===== config.mk =====
export PLATFORM = sky130hd
export DESIGN_NAME = beat_note_sequencer
export DESIGN_NICKNAME = d
export VERILOG_FILES = /design/src/rtl/music_pkg.sv /design/src/rtl/melody_rom.sv /design/src/rtl/beat_note_sequencer.sv
export SDC_FILE = /design/constraint.sdc
export NUM_CORES = 1
export LEC_CHECK = 0
export ABC_AREA = 1
export CAP_MARGIN = 10
export CORE_MARGIN = 10
export CORE_UTILIZATION = 25
export CTS_BUF_LIST = sky130_fd_sc_hd__clkbuf_8
export DETAILED_ROUTE_END_ITERATION = 12
export PLACE_DENSITY = 0.43
export SYNTH_ARGS = -nofsm -noshare
export SYNTH_HDL_FRONTEND = slang
export SYNTH_SLANG_ARGS = --single-unit
export TNS_END_PERCENT = 10

===== constraint.sdc =====
create_clock -name clk -period 3.1 [get_ports clk]
set_input_delay 0.465 -clock clk [delete_from_list [all_inputs] [get_ports clk]]
set_output_delay 0.465 -clock clk [all_outputs]
set_load 0.05 [all_outputs]

===== src/rtl/music_pkg.sv =====
// Tone codes, sequencer states, ROM entry layout and the clock-divider table
// shared by the beat note sequencer and its melody ROM.
package music_pkg;

  localparam int TONE_W      = 6;
  localparam int DIV_ENTRIES = 64;
  localparam int ENT_W       = 7;
  localparam int ENT_START   = 6;
  localparam int ENT_TONE_HI = 5;
  localparam int ENT_TONE_LO = 0;

  localparam logic [5:0] TONE_REST = 6'd0;
  localparam logic [5:0]
    TONE_C3 = 6'd1,  TONE_CS3 = 6'd2,  TONE_D3 = 6'd3,  TONE_DS3 = 6'd4,  TONE_E3 = 6'd5,  TONE_F3 = 6'd6,
    TONE_FS3 = 6'd7, TONE_G3 = 6'd8,   TONE_GS3 = 6'd9, TONE_A3 = 6'd10,  TONE_AS3 = 6'd11, TONE_B3 = 6'd12,
    TONE_C4 = 6'd13, TONE_CS4 = 6'd14, TONE_D4 = 6'd15, TONE_DS4 = 6'd16, TONE_E4 = 6'd17, TONE_F4 = 6'd18,
    TONE_FS4 = 6'd19, TONE_G4 = 6'd20, TONE_GS4 = 6'd21, TONE_A4 = 6'd22, TONE_AS4 = 6'd23, TONE_B4 = 6'd24,
    TONE_C5 = 6'd25, TONE_CS5 = 6'd26, TONE_D5 = 6'd27, TONE_DS5 = 6'd28, TONE_E5 = 6'd29, TONE_F5 = 6'd30,
    TONE_FS5 = 6'd31, TONE_G5 = 6'd32, TONE_GS5 = 6'd33, TONE_A5 = 6'd34, TONE_AS5 = 6'd35, TONE_B5 = 6'd36,
    TONE_C6 = 6'd37, TONE_CS6 = 6'd38, TONE_D6 = 6'd39, TONE_DS6 = 6'd40, TONE_E6 = 6'd41, TONE_F6 = 6'd42,
    TONE_FS6 = 6'd43, TONE_G6 = 6'd44, TONE_GS6 = 6'd45, TONE_A6 = 6'd46, TONE_AS6 = 6'd47, TONE_B6 = 6'd48;

  typedef enum logic [1:0] {
    S_MUTE  = 2'd0,
    S_SOUND = 2'd1,
    S_GAP   = 2'd2
  } state_t;

  typedef struct packed {
    logic              start;
    logic [TONE_W-1:0] tone;
  } rom_entry_t;

  // Octave-3 pitches in micro-hertz (A4 = 440 Hz equal temperament); higher
  // octaves are exact doublings, which keeps the table free of real arithmetic.
  function automatic longint unsigned base_uhz(input int semi);
    case (semi)
      0:       return 64'd130812783;
      1:       return 64'd138591315;
      2:       return 64'd146832384;
      3:       return 64'd155563492;
      4:       return 64'd164813778;
      5:       return 64'd174614116;
      6:       return 64'd184997211;
      7:       return 64'd195997718;
      8:       return 64'd207652349;
      9:       return 64'd220000000;
      10:      return 64'd233081881;
      default: return 64'd246941651;
    endcase
  endfunction

  // round(clk_freq / f) for tone codes 1..48; everything else is silence.
  function automatic int unsigned tone_div(input int unsigned clk_freq, input int code);
    longint unsigned f;
    longint unsigned num;
    if (code < 1 || code > 48) return 32'd0;
    f   = base_uhz((code - 1) % 12) << ((code - 1) / 12);
    num = 64'(clk_freq) * 64'd1000000;
    return 32'((num + (f >> 1)) / f);
  endfunction

endpackage


===== src/rtl/melody_rom.sv =====
// Synchronous-read song ROM, 4096 x {start, tone}; beats at or above LEN read
// as rest.
module melody_rom
  import music_pkg::*;
#(
  parameter int LEN = 4095
) (
  input  logic             clk,
  input  logic             reset_n,
  input  logic [11:0]      addr,
  output logic [ENT_W-1:0] data
);

  localparam logic [12:0] LEN_L = 13'(LEN);

  function automatic logic [ENT_W-1:0] song(input logic [11:0] a);
    case (a)
      12'd0:    song = {1'b1, TONE_A4};
      12'd1:    song = {1'b0, TONE_A4};
      12'd2:    song = {1'b1, TONE_B4};
      12'd3:    song = {1'b1, TONE_CS5};
      12'd4:    song = {1'b1, TONE_E4};
      12'd5:    song = {1'b1, TONE_A3};
      12'd6:    song = {1'b0, TONE_A3};
      12'd7:    song = {1'b1, TONE_A3};
      12'd8:    song = {1'b1, TONE_REST};
      12'd9:    song = {1'b0, TONE_E4};
      12'd10:   song = {1'b1, TONE_E4};
      12'd11:   song = {1'b0, TONE_E4};
      12'd12:   song = {1'b1, TONE_E4};
      12'd4094: song = {1'b1, TONE_C4};
      default:  song = '0;
    endcase
  endfunction

  always_ff @(posedge clk or negedge reset_n) begin
    if (!reset_n)                data <= '0;
    else if ({1'b0, addr} >= LEN_L) data <= '0;
    else                         data <= song(addr);
  end

endmodule


===== src/rtl/beat_note_sequencer.sv =====
// Turns the player's beat index into a note divider for the square-wave
// generator, with re-strike articulation gaps. OCTAVE_SHIFT_EN adds an octave input.
//
// state   | meaning
// S_MUTE  | silent, tone = 0 (paused, rest or reset)
// S_SOUND | note_div = divider of current tone
// S_GAP   | re-strike silence, tone held, gap counter running down
module beat_note_sequencer
  import music_pkg::*;
#(
  parameter int LEN        = 4095,
  parameter int CLK_FREQ   = 100_000_000,
  parameter int GAP_CYCLES = 5_000_000,
  parameter int DIV_W      = 22
) (
  input  logic             clk,
  input  logic             reset_n,
  input  logic             play_pause,
  input  logic [11:0]      ibeat,
`ifdef OCTAVE_SHIFT_EN
  input  logic [1:0]       octave,
`endif
  output logic [DIV_W-1:0] note_div,
  output logic [5:0]       tone,
  output logic             onset
);

  localparam int CNT_W = (GAP_CYCLES > 1) ? $clog2(GAP_CYCLES) : 1;
  localparam logic [CNT_W-1:0] GAP_LOAD = CNT_W'(GAP_CYCLES - 1);

  logic [DIV_W-1:0] div_tab [DIV_ENTRIES];
  for (genvar g = 0; g < DIV_ENTRIES; g++) begin : g_div
    assign div_tab[g] = DIV_W'(tone_div(CLK_FREQ, g));
  end

  logic [ENT_W-1:0]  rom_q;
  logic [11:0]       ibeat_prev;
  logic              new_beat_d;
  logic              rom_vld;
  logic              e_start;
  logic [TONE_W-1:0] e_tone;

  state_t            state_q, state_nx;
  logic [TONE_W-1:0] tone_nx;
  logic [CNT_W-1:0]  cnt_q, cnt_nx;
  logic              retrig_q, retrig_nx;
  logic              onset_nx;
  logic [DIV_W-1:0]  div_nx;

  melody_rom #(.LEN(LEN)) u_rom (
    .clk     (clk),
    .reset_n (reset_n),
    .addr    (ibeat),
    .data    (rom_q)
  );

  assign e_start = rom_q[ENT_START];
  assign e_tone  = rom_q[ENT_TONE_HI:ENT_TONE_LO];

  // rom_vld keeps the reset-time retrigger from evaluating a not-yet-read entry.
  always_ff @(posedge clk or negedge reset_n) begin
    if (!reset_n) begin
      ibeat_prev <= '0;
      new_beat_d <= 1'b0;
      rom_vld    <= 1'b0;
    end else begin
      ibeat_prev <= ibeat;
      new_beat_d <= (ibeat != ibeat_prev);
      rom_vld    <= 1'b1;
    end
  end

  always_ff @(posedge clk or negedge reset_n) begin
    if (!reset_n) begin
      state_q  <= S_MUTE;
      tone     <= TONE_REST;
      cnt_q    <= '0;
      retrig_q <= 1'b1;
      note_div <= '0;
      onset    <= 1'b0;
    end else begin
      state_q  <= state_nx;
      tone     <= tone_nx;
      cnt_q    <= cnt_nx;
      retrig_q <= retrig_nx;
      note_div <= div_nx;
      onset    <= onset_nx;
    end
  end

  always_comb begin
    state_nx  = state_q;
    tone_nx   = tone;
    cnt_nx    = cnt_q;
    retrig_nx = retrig_q;
    onset_nx  = 1'b0;
    if (!play_pause) begin
      state_nx  = S_MUTE;
      tone_nx   = TONE_REST;
      cnt_nx    = '0;
      retrig_nx = 1'b1;
    end else if (new_beat_d || (retrig_q && rom_vld)) begin
      retrig_nx = 1'b0;
      if (e_tone == TONE_REST) begin
        state_nx = S_MUTE;
        tone_nx  = TONE_REST;
        cnt_nx   = '0;
      end else if (!retrig_q && e_start && e_tone == tone && state_q == S_SOUND) begin
        state_nx = S_GAP;
        cnt_nx   = GAP_LOAD;
      end else if (retrig_q || e_start || e_tone != tone) begin
        state_nx = S_SOUND;
        tone_nx  = e_tone;
        cnt_nx   = '0;
        onset_nx = 1'b1;
      end
    end
    // A held (same-tone, no-start) beat during the gap lets the countdown continue.
    if (play_pause && state_q == S_GAP && state_nx == S_GAP && cnt_nx == cnt_q) begin
      if (cnt_q == '0) begin
        state_nx = S_SOUND;
        onset_nx = 1'b1;
      end else begin
        cnt_nx = cnt_q - 1'b1;
      end
    end
  end

  always_comb begin
    div_nx = '0;
    if (state_nx == S_SOUND) begin
`ifdef OCTAVE_SHIFT_EN
      case (octave)
        2'b01:   div_nx = div_tab[tone_nx] >> 1;
        2'b10:   div_nx = div_tab[tone_nx] << 1;
        default: div_nx = div_tab[tone_nx];
      endcase
`else
      div_nx = div_tab[tone_nx];
`endif
    end
  end

endmodule

==> flow_summary.toml, run 1 <==
[status]
run_status = "completed"

[timing]
tightest_slew_ns = 0.965
timing.final.setup_violations = 0
finClkSkew_ns = 0.0245
setup_repair_after_global_routing_missed_its_margin = "no"
report.final.slew_viol_count = 0
finalHoldViolations = 0
layout_worst_path_cycle_share_pct = 88.8
finalWorstPathRequiredPeriod_ns = 2.75
fin_setup_tns_ns = 0
maxClockFrequency_ghz = 0.363
slew_headroom_pct = 35.7

[logic_synthesis]
syn-cell-area_sq_mm = 0.00503
muxShareOfSynthArea_pct = 0
synth-seq-area-share_pct = 36.3
netlist-cell-type-count = 49
synth-adder-area-share_pct = 2.99
post_synth_and_or_nand_nor_area_fraction_pct = 30.8
postSynthAreaPerCell_sq_um = 7.32
yosys_warnings = 0
synth_compound_area_share_pct = 13.9
synthXorXnorAreaFrac_pct = 5.57
synth_top_family_by_area = "simple AND/OR/NAND/NOR gates"
netlist_instances = 687
synth-seq-cells = 73

[floorplanning]
floorplan.core_area_sq_mm = 0.0197
design.die.area_sq_mm = 0.0262
die_width_um = 162
die_height_um = 162
total_i_o_pin_count = 44
fp-row-count = 51
floorplan.initialDensity_pct = 25.6

[final_layout]
num-fill-cells = 2179
layout-drive-gt1-share_pct = 11.4
area_overhead_vs_synth_pct = 17.7
layout.cell_area.non_filler_sq_mm = 0.00592
antenna-diode-count = 0
area_of_the_multi_input_gates_sq_mm = 0.00269
area.sequential_sq_mm = 0.00183
design.final.nets = 758

[clock_network]
clock_latency_reported_for_the_late_side_of_the_worst_skew_pair_ns = 0.38
clk_pin_slew_worst_paths_ns = 0.10
tritoncts = "done"
htree_levels = 3
post-cts-setup-buffer-count = 0
clockBufferDepth = 2
tritoncts.num_buffers = 9
numClockSinks = 73
cts-hold-fix-buffers = 0
ctsResizeCount = 0
clockRootBuffer = "sky130_fd_sc_hd__clkbuf_8"

[setup_path]
arrival_ns = 3.04
critical_path_required_ns = 3.38
setup.worst_path.end_class = "register"
crit_path_max_fanout = 14
start_kind = "register"
criticalPathCategory = "register to register"

[worst_hold_path]
hold_crit_class = "input pin to asynchronous set/reset pin"

[drt]
pre_antenna_drt_iters = 5
wl_per_cell_um = 15.9
drc_errors = 0
num_vias = 4855
drtIter0Drc = 381
wl_um = 16000
detail-route-antenna-nets = 0
viasPerCell = 4.85

[flow_run]
max_cap_viol_count = 0

[place]
io_buffer_count = 41
dpl-instance-area_sq_mm = 0.00571
detailedPlacementHpwl_um = 11800
gp_routability_congestion = 0.941

[grt]
total_routing_usage_gr_pct = 12.4
grt_antenna_before_repair = 0
grt.overflow.total = 0
grt_start_max_net_pins = 74
number_of_global_route_vias_before_repair = 4965
grt_pass1_wl_um = 26600

[pwr]
power_mw = 1.90
power.density_cell_area_mw_per_mm2 = 322
vdd_ir_drop_max_v = 0.000161
power_leakage_nw = 2.98
per-stage QoR:
stage	instances	utilization, %	hold WS (ns)	setup WS [ns]
2_1_floorplan	688	-	0.169	0.836
3_3_place_gp	985	29.1	0.524	0.162
3_5_place_dp	985	29.1	0.534	0.235
4_1_cts	1001	30.1	0.274	0.335
5_1_grt	1001	30.1	0.304	0.0520
6_report	1001	30.1	0.212	0.347
per-layer routing:
metal	vias to the layer above	wire length, um	GRT usage (%)	share of wire [%]
met4	0	401	4.47	2.5
met3	36	938	2.88	5.9
li1	2343	-	-	-
met1	2299	7310	16.2	46
met5	-	0	0	0
met2	177	7310	19.7	46
power by group:
group | switching [mW] | internal (mW)
sequential | 0.00409 | 0.962
clock | 0.453 | 0.389
combinational | 0.0644 | 0.0312
critical path: stages, from the launching register on:
cell and delay [ns]:
sky130_fd_sc_hd__dfstp_2 0.56, sky130_fd_sc_hd__nand2_1 0.06, sky130_fd_sc_hd__nand2_2 0.23, sky130_fd_sc_hd__nand2_1 0.08
sky130_fd_sc_hd__o21ai_1 0.12, sky130_fd_sc_hd__inv_1 0.07, sky130_fd_sc_hd__nand2_1 0.30, sky130_fd_sc_hd__ha_1 0.37
sky130_fd_sc_hd__nand2_1 0.19, sky130_fd_sc_hd__nand2_1 0.12, sky130_fd_sc_hd__clkinv_1 0.07, sky130_fd_sc_hd__o22ai_1 0.19
sky130_fd_sc_hd__nor2_1 0.06, sky130_fd_sc_hd__nor2_1 0.08, sky130_fd_sc_hd__nor2_1 0.04, sky130_fd_sc_hd__nand2_1 0.06
sky130_fd_sc_hd__inv_1 0.03
Yosys cell counts, drive strengths merged:
library cell  number  share of area [%]
nor4               9                1.2
dfrtp             72                 36
o22ai              3               0.37
or2                5               0.62
conb               2               0.15
ha                12                3.0
o21a               2               0.30
or4                1               0.15
nand4             12                1.6
a311oi             1               0.17
inv               86                6.4
nand3b             1               0.15
clkbuf             5               0.37
a31oi              4               0.50
nor2              59                5.1
o31ai              2               0.30
clkinv             2               0.25
nand2            165                 13
nand3             76                8.3
nor3               6               0.60
o21ai             66                6.8
a21oi             22                2.2
dfstp              1               0.52
o211ai             7                1.0
a211oi             1               0.15
a22o               1               0.17
xnor2              8                1.4
buf               20                3.2
xor2              24                4.2
o21bai             1               0.15
o2111ai            9                1.6
and2               1               0.12
a22oi              1               0.15
sequential cells by signal (all words and copies together) (netlist names):
| signal | cells |
|---|---|
| ibeat_prev | 12 |
| onset | 1 |
| cnt_q | 23 |
| rom_vld | 1 |
| new_beat_d | 1 |
| u_rom.data | 6 |
| state_q | 2 |
| note_div | 20 |
| tone | 6 |
| retrig_q | 1 |
cells in the final DEF (no fill, tap or decap), drive strengths merged, types with 7 or more instances in the layout:
| cell type | instances |
|---|---|
| nand3 | 76 |
| clkdlybuf4s50 | 40 |
| ha | 12 |
| nor2 | 59 |
| dfrtp | 72 |
| o2111ai | 9 |
| nand4 | 12 |
| clkbuf | 9 |
| xnor2 | 8 |
| nand2 | 165 |
| nor4 | 9 |
| inv | 90 |
| o211ai | 7 |
| a21oi | 22 |
| xor2 | 24 |
| buf | 17 |
| o21ai | 66 |
final timing paths:
kind	cells after the start	startpoint	end	slack [ns]
hold / removal	1	reset_n	cnt_q[8]$_DFF_PN0_	0.21
setup reg to reg	16	retrig_q$_DFFE_PN1P_	note_div[9]$_DFF_PN0_	0.35
max in group asynchronous	1	reset_n	u_rom.data[6]$_DFF_PN0_	2.25
hold reg to reg	2	retrig_q$_DFFE_PN1P_	retrig_q$_DFFE_PN1P_	0.53
setup / recovery	16	retrig_q$_DFFE_PN1P_	note_div[9]$_DFF_PN0_	0.35
min in group clk	2	retrig_q$_DFFE_PN1P_	retrig_q$_DFFE_PN1P_	0.53
kinds of logic (layout without fill, tap and decap cells):
| group | after synthesis | count (layout) |
|---|---|---|
| and+or+nand+nor | 335 | 335 |
| AOI/OAI and AO/OA | 120 | 120 |
| other | 2 | 3 |
| xor gates and xnor gates | 32 | 32 |
| buffers and inverters | 113 | 161 |
| adders and majority gates | 12 | 12 |
| DFF | 73 | 73 |
final cells by class:
| type | instances | share of cell area (%) |
|---|---|---|
| repair buffers | 57 | 8.92 |
| well taps | 265 | 5.60 |
| inverters | 88 | 5.66 |
| flip-flops and latches | 73 | 30.9 |
| clock buffers | 9 | 2.09 |
| multi-input cells | 502 | 45.4 |
| clock inverters | 7 | 1.44 |
Power figures use the tool's default switching activity.
==> run 2, diff against run 1 <==
Settings changed: SETUP_SLACK_MARGIN set to 0.02.
==> results of run 2 <==
Final layout, timing and power as in run 1 (identical DEF).
==> RTL edit (flow settings as in run 2) <==
Change the parameter `GAP_CYCLES` from 5_000_000 to 2_500_000.
--- a/src/rtl/beat_note_sequencer.sv
+++ b/src/rtl/beat_note_sequencer.sv
@@ -10,7 +10,7 @@
 #(
   parameter int LEN        = 4095,
   parameter int CLK_FREQ   = 100_000_000,
-  parameter int GAP_CYCLES = 5_000_000,
+  parameter int GAP_CYCLES = 2_500_000,
   parameter int DIV_W      = 22
 ) (
   input  logic             clk,
Check against the original RTL: same outputs for any inputs over 4 cycles, from zero or initial values and one cycle with reset_n low; that may be too few to reach the edited logic, so the function may still have changed.
==> RTL edit against run 2 <==
Sequential cell count decreased by 1; synthesized cell count increased by 1.3%; synthesized area is 1.9% lower; wire length fell by 11%; setup slack improved by 0.18 ns; power grew 6.1%; final area shrank 0.25%; critical endpoint is now note_div[3]$_DFF_PN0_.
==> RTL edit: results (changes against run 2) <==
| Metric | Value |
|---|---|
| Vias in the first global route | 4633 (-6.7%) |
| Worst vdd ir | 246 uV (+52%) |
| YS warnings | 0 (unchanged) |
| Mapped cell area | 4930 um^2 (-1.9%) |
| Yosys cell types | 43 (-12%) |
| RD Place Congestion | 0.896 (-4.9%) |
| Share of layout cells above drive strength 1 | 10.7% (-0.70 points) |
| Asr flop ratio synth | 100% (unchanged) |
| Drt via density | 4.45 (-8.2%) |
| Num CTS Buffers | 9 (unchanged) |
| Most area-consuming cells after synthesis | dfrtp_1, nand2_1, nand3_1 |
| M1 WL | 6570 um (-10%) |
| CP delay by family, top | simple AND/OR/NAND/NOR gates |
| Initial antenna violation count | 0 (unchanged) |
| Met3 WL | 651 um (-31%) |
| Critical-path cell with the highest stage delay | dfstp_2 |
| Flop-to-flop setup slack | 0.53 ns (+0.18 ns) |
| Power Dens Cells | 342 nW/um^2 (+6.4%) |
| FF-to-FF Start | retrig_q$_DFFE_PN1P_ |
| ANT cells | 0 (unchanged) |
| WL met2 | 6610 um (-9.6%) |
| Path depth of the worst reg2reg path | 14 (-2) |
| Worst Path Max Fanout | 7 (-7) |
| Largest net degree at the start of global routing | 73 (-1.4%) |
| Worst Path Arrival | 2.87 ns (-0.17 ns) |
| H-tree depth reported by CTS | 3 (unchanged) |
| Worst-Margin Slew | 0.939 ns (-0.0254 ns) |
| GRT Resource Usage Total | 11.4% (-1.1 points) |
| Top Registers | cnt_q x22, note_div x20, ibeat_prev x12 |
| F_max | 389 MHz (+7.1%) |
| First-pass GRT wire length | 24100 um (-9.1%) |
| Drt initial violations | 338 (-11%) |
| DP Worst Slack | 0.227 ns (-0.00857 ns) |
| Worst min-delay path class | primary input to async pin |
| HPWL Detailed | 10500 um (-11%) |
| Status | finished, final reports clean |
| Worst Skew | 0.0267 ns (+0.00223 ns) |
| Avg WL per Cell | 14.1 um (-12%) |
| CP Capture Point | note_div[3]$_DFF_PN0_ |
| Leakage | 3.01 nW (+0.84%) |
| Synth cell count leaders | nand2_1, inv_1, dfrtp_1 |
| Fill cells | 2122 (-2.6%) |
| Max incr delay on CP | 0.55 ns |
| Area after DPL | 5660 um^2 (-0.99%) |
| Total Nets Final | 769 (+1.5%) |
| Worst skew pair latency | 0.38 ns (about the same) |
| Sequential element share of the synthesized area | 36.5% (+0.20 points) |
RTL edit: cell type report:
cell class	instances	area share, %
Multi-Input combinational cell	506	44.4
Inverter	94	5.97
Timing Repair Buffer	59	9.19
Tap cell	265	5.61
Clock inverter	7	2.14
Clock buffer	9	2.10
Sequential cell	72	30.5
RTL edit: layer usage:
layer,global-route usage (%),up-vias
met4,5.51,0
met5,0,-
met1,14.1,2037
met2,18.3,131
met3,2.48,31
li1,-,2309
RTL edit: kinds of logic (layout without fill, tap and decap cells):
logic type                 Yosys count  in the layout  share of synthesized area, %
buffers and inverters              119            169                          10.3
and+or+nand+nor                    362            362                          33.4
muxes                                1              1                         0.203
DFF                                 72             72                          36.5
adders and majority gates           12             12                          3.04
AOI/OAI and AO/OA                   99             99                          11.2
xor gates and xnor gates            29             29                          5.15
other                                2              3                         0.152
RTL edit: stage by stage:
| stage | total power [W] | cells | hold WS [ns] |
|---|---|---|---|
| CTS | 0.00206 | 1012 | 0.267 |
| floorplan | 0.00101 | 697 | 0.169 |
| global placement | 0.00107 | 996 | 0.492 |
| finish | 0.00202 | 1012 | 0.233 |
| detailed placement | 0.00107 | 996 | 0.494 |
| global route | 0.00211 | 1012 | 0.320 |
RTL edit: worst register-to-register path, cell delays in order, from the launching register on:
cell and delay [ns]:
dfstp_2 0.55, nand2_1 0.06, nand2_1 0.13, inv_2 0.10, nand2_1 0.07, nand3_1 0.15
inv_1 0.26, ha_1 0.34, nand2_1 0.19, nand2_1 0.13, nand2_1 0.08, nand4_1 0.13
a21oi_1 0.16, nand2_1 0.08, inv_1 0.09
RTL edit: report_power, final:
part           total [W]  switching, W  internal, W
Sequential      0.000953    0.00000428     0.000948
Combinational  0.0000936     0.0000619    0.0000317
Clock           0.000974      0.000429     0.000545
Total            0.00202      0.000495      0.00152
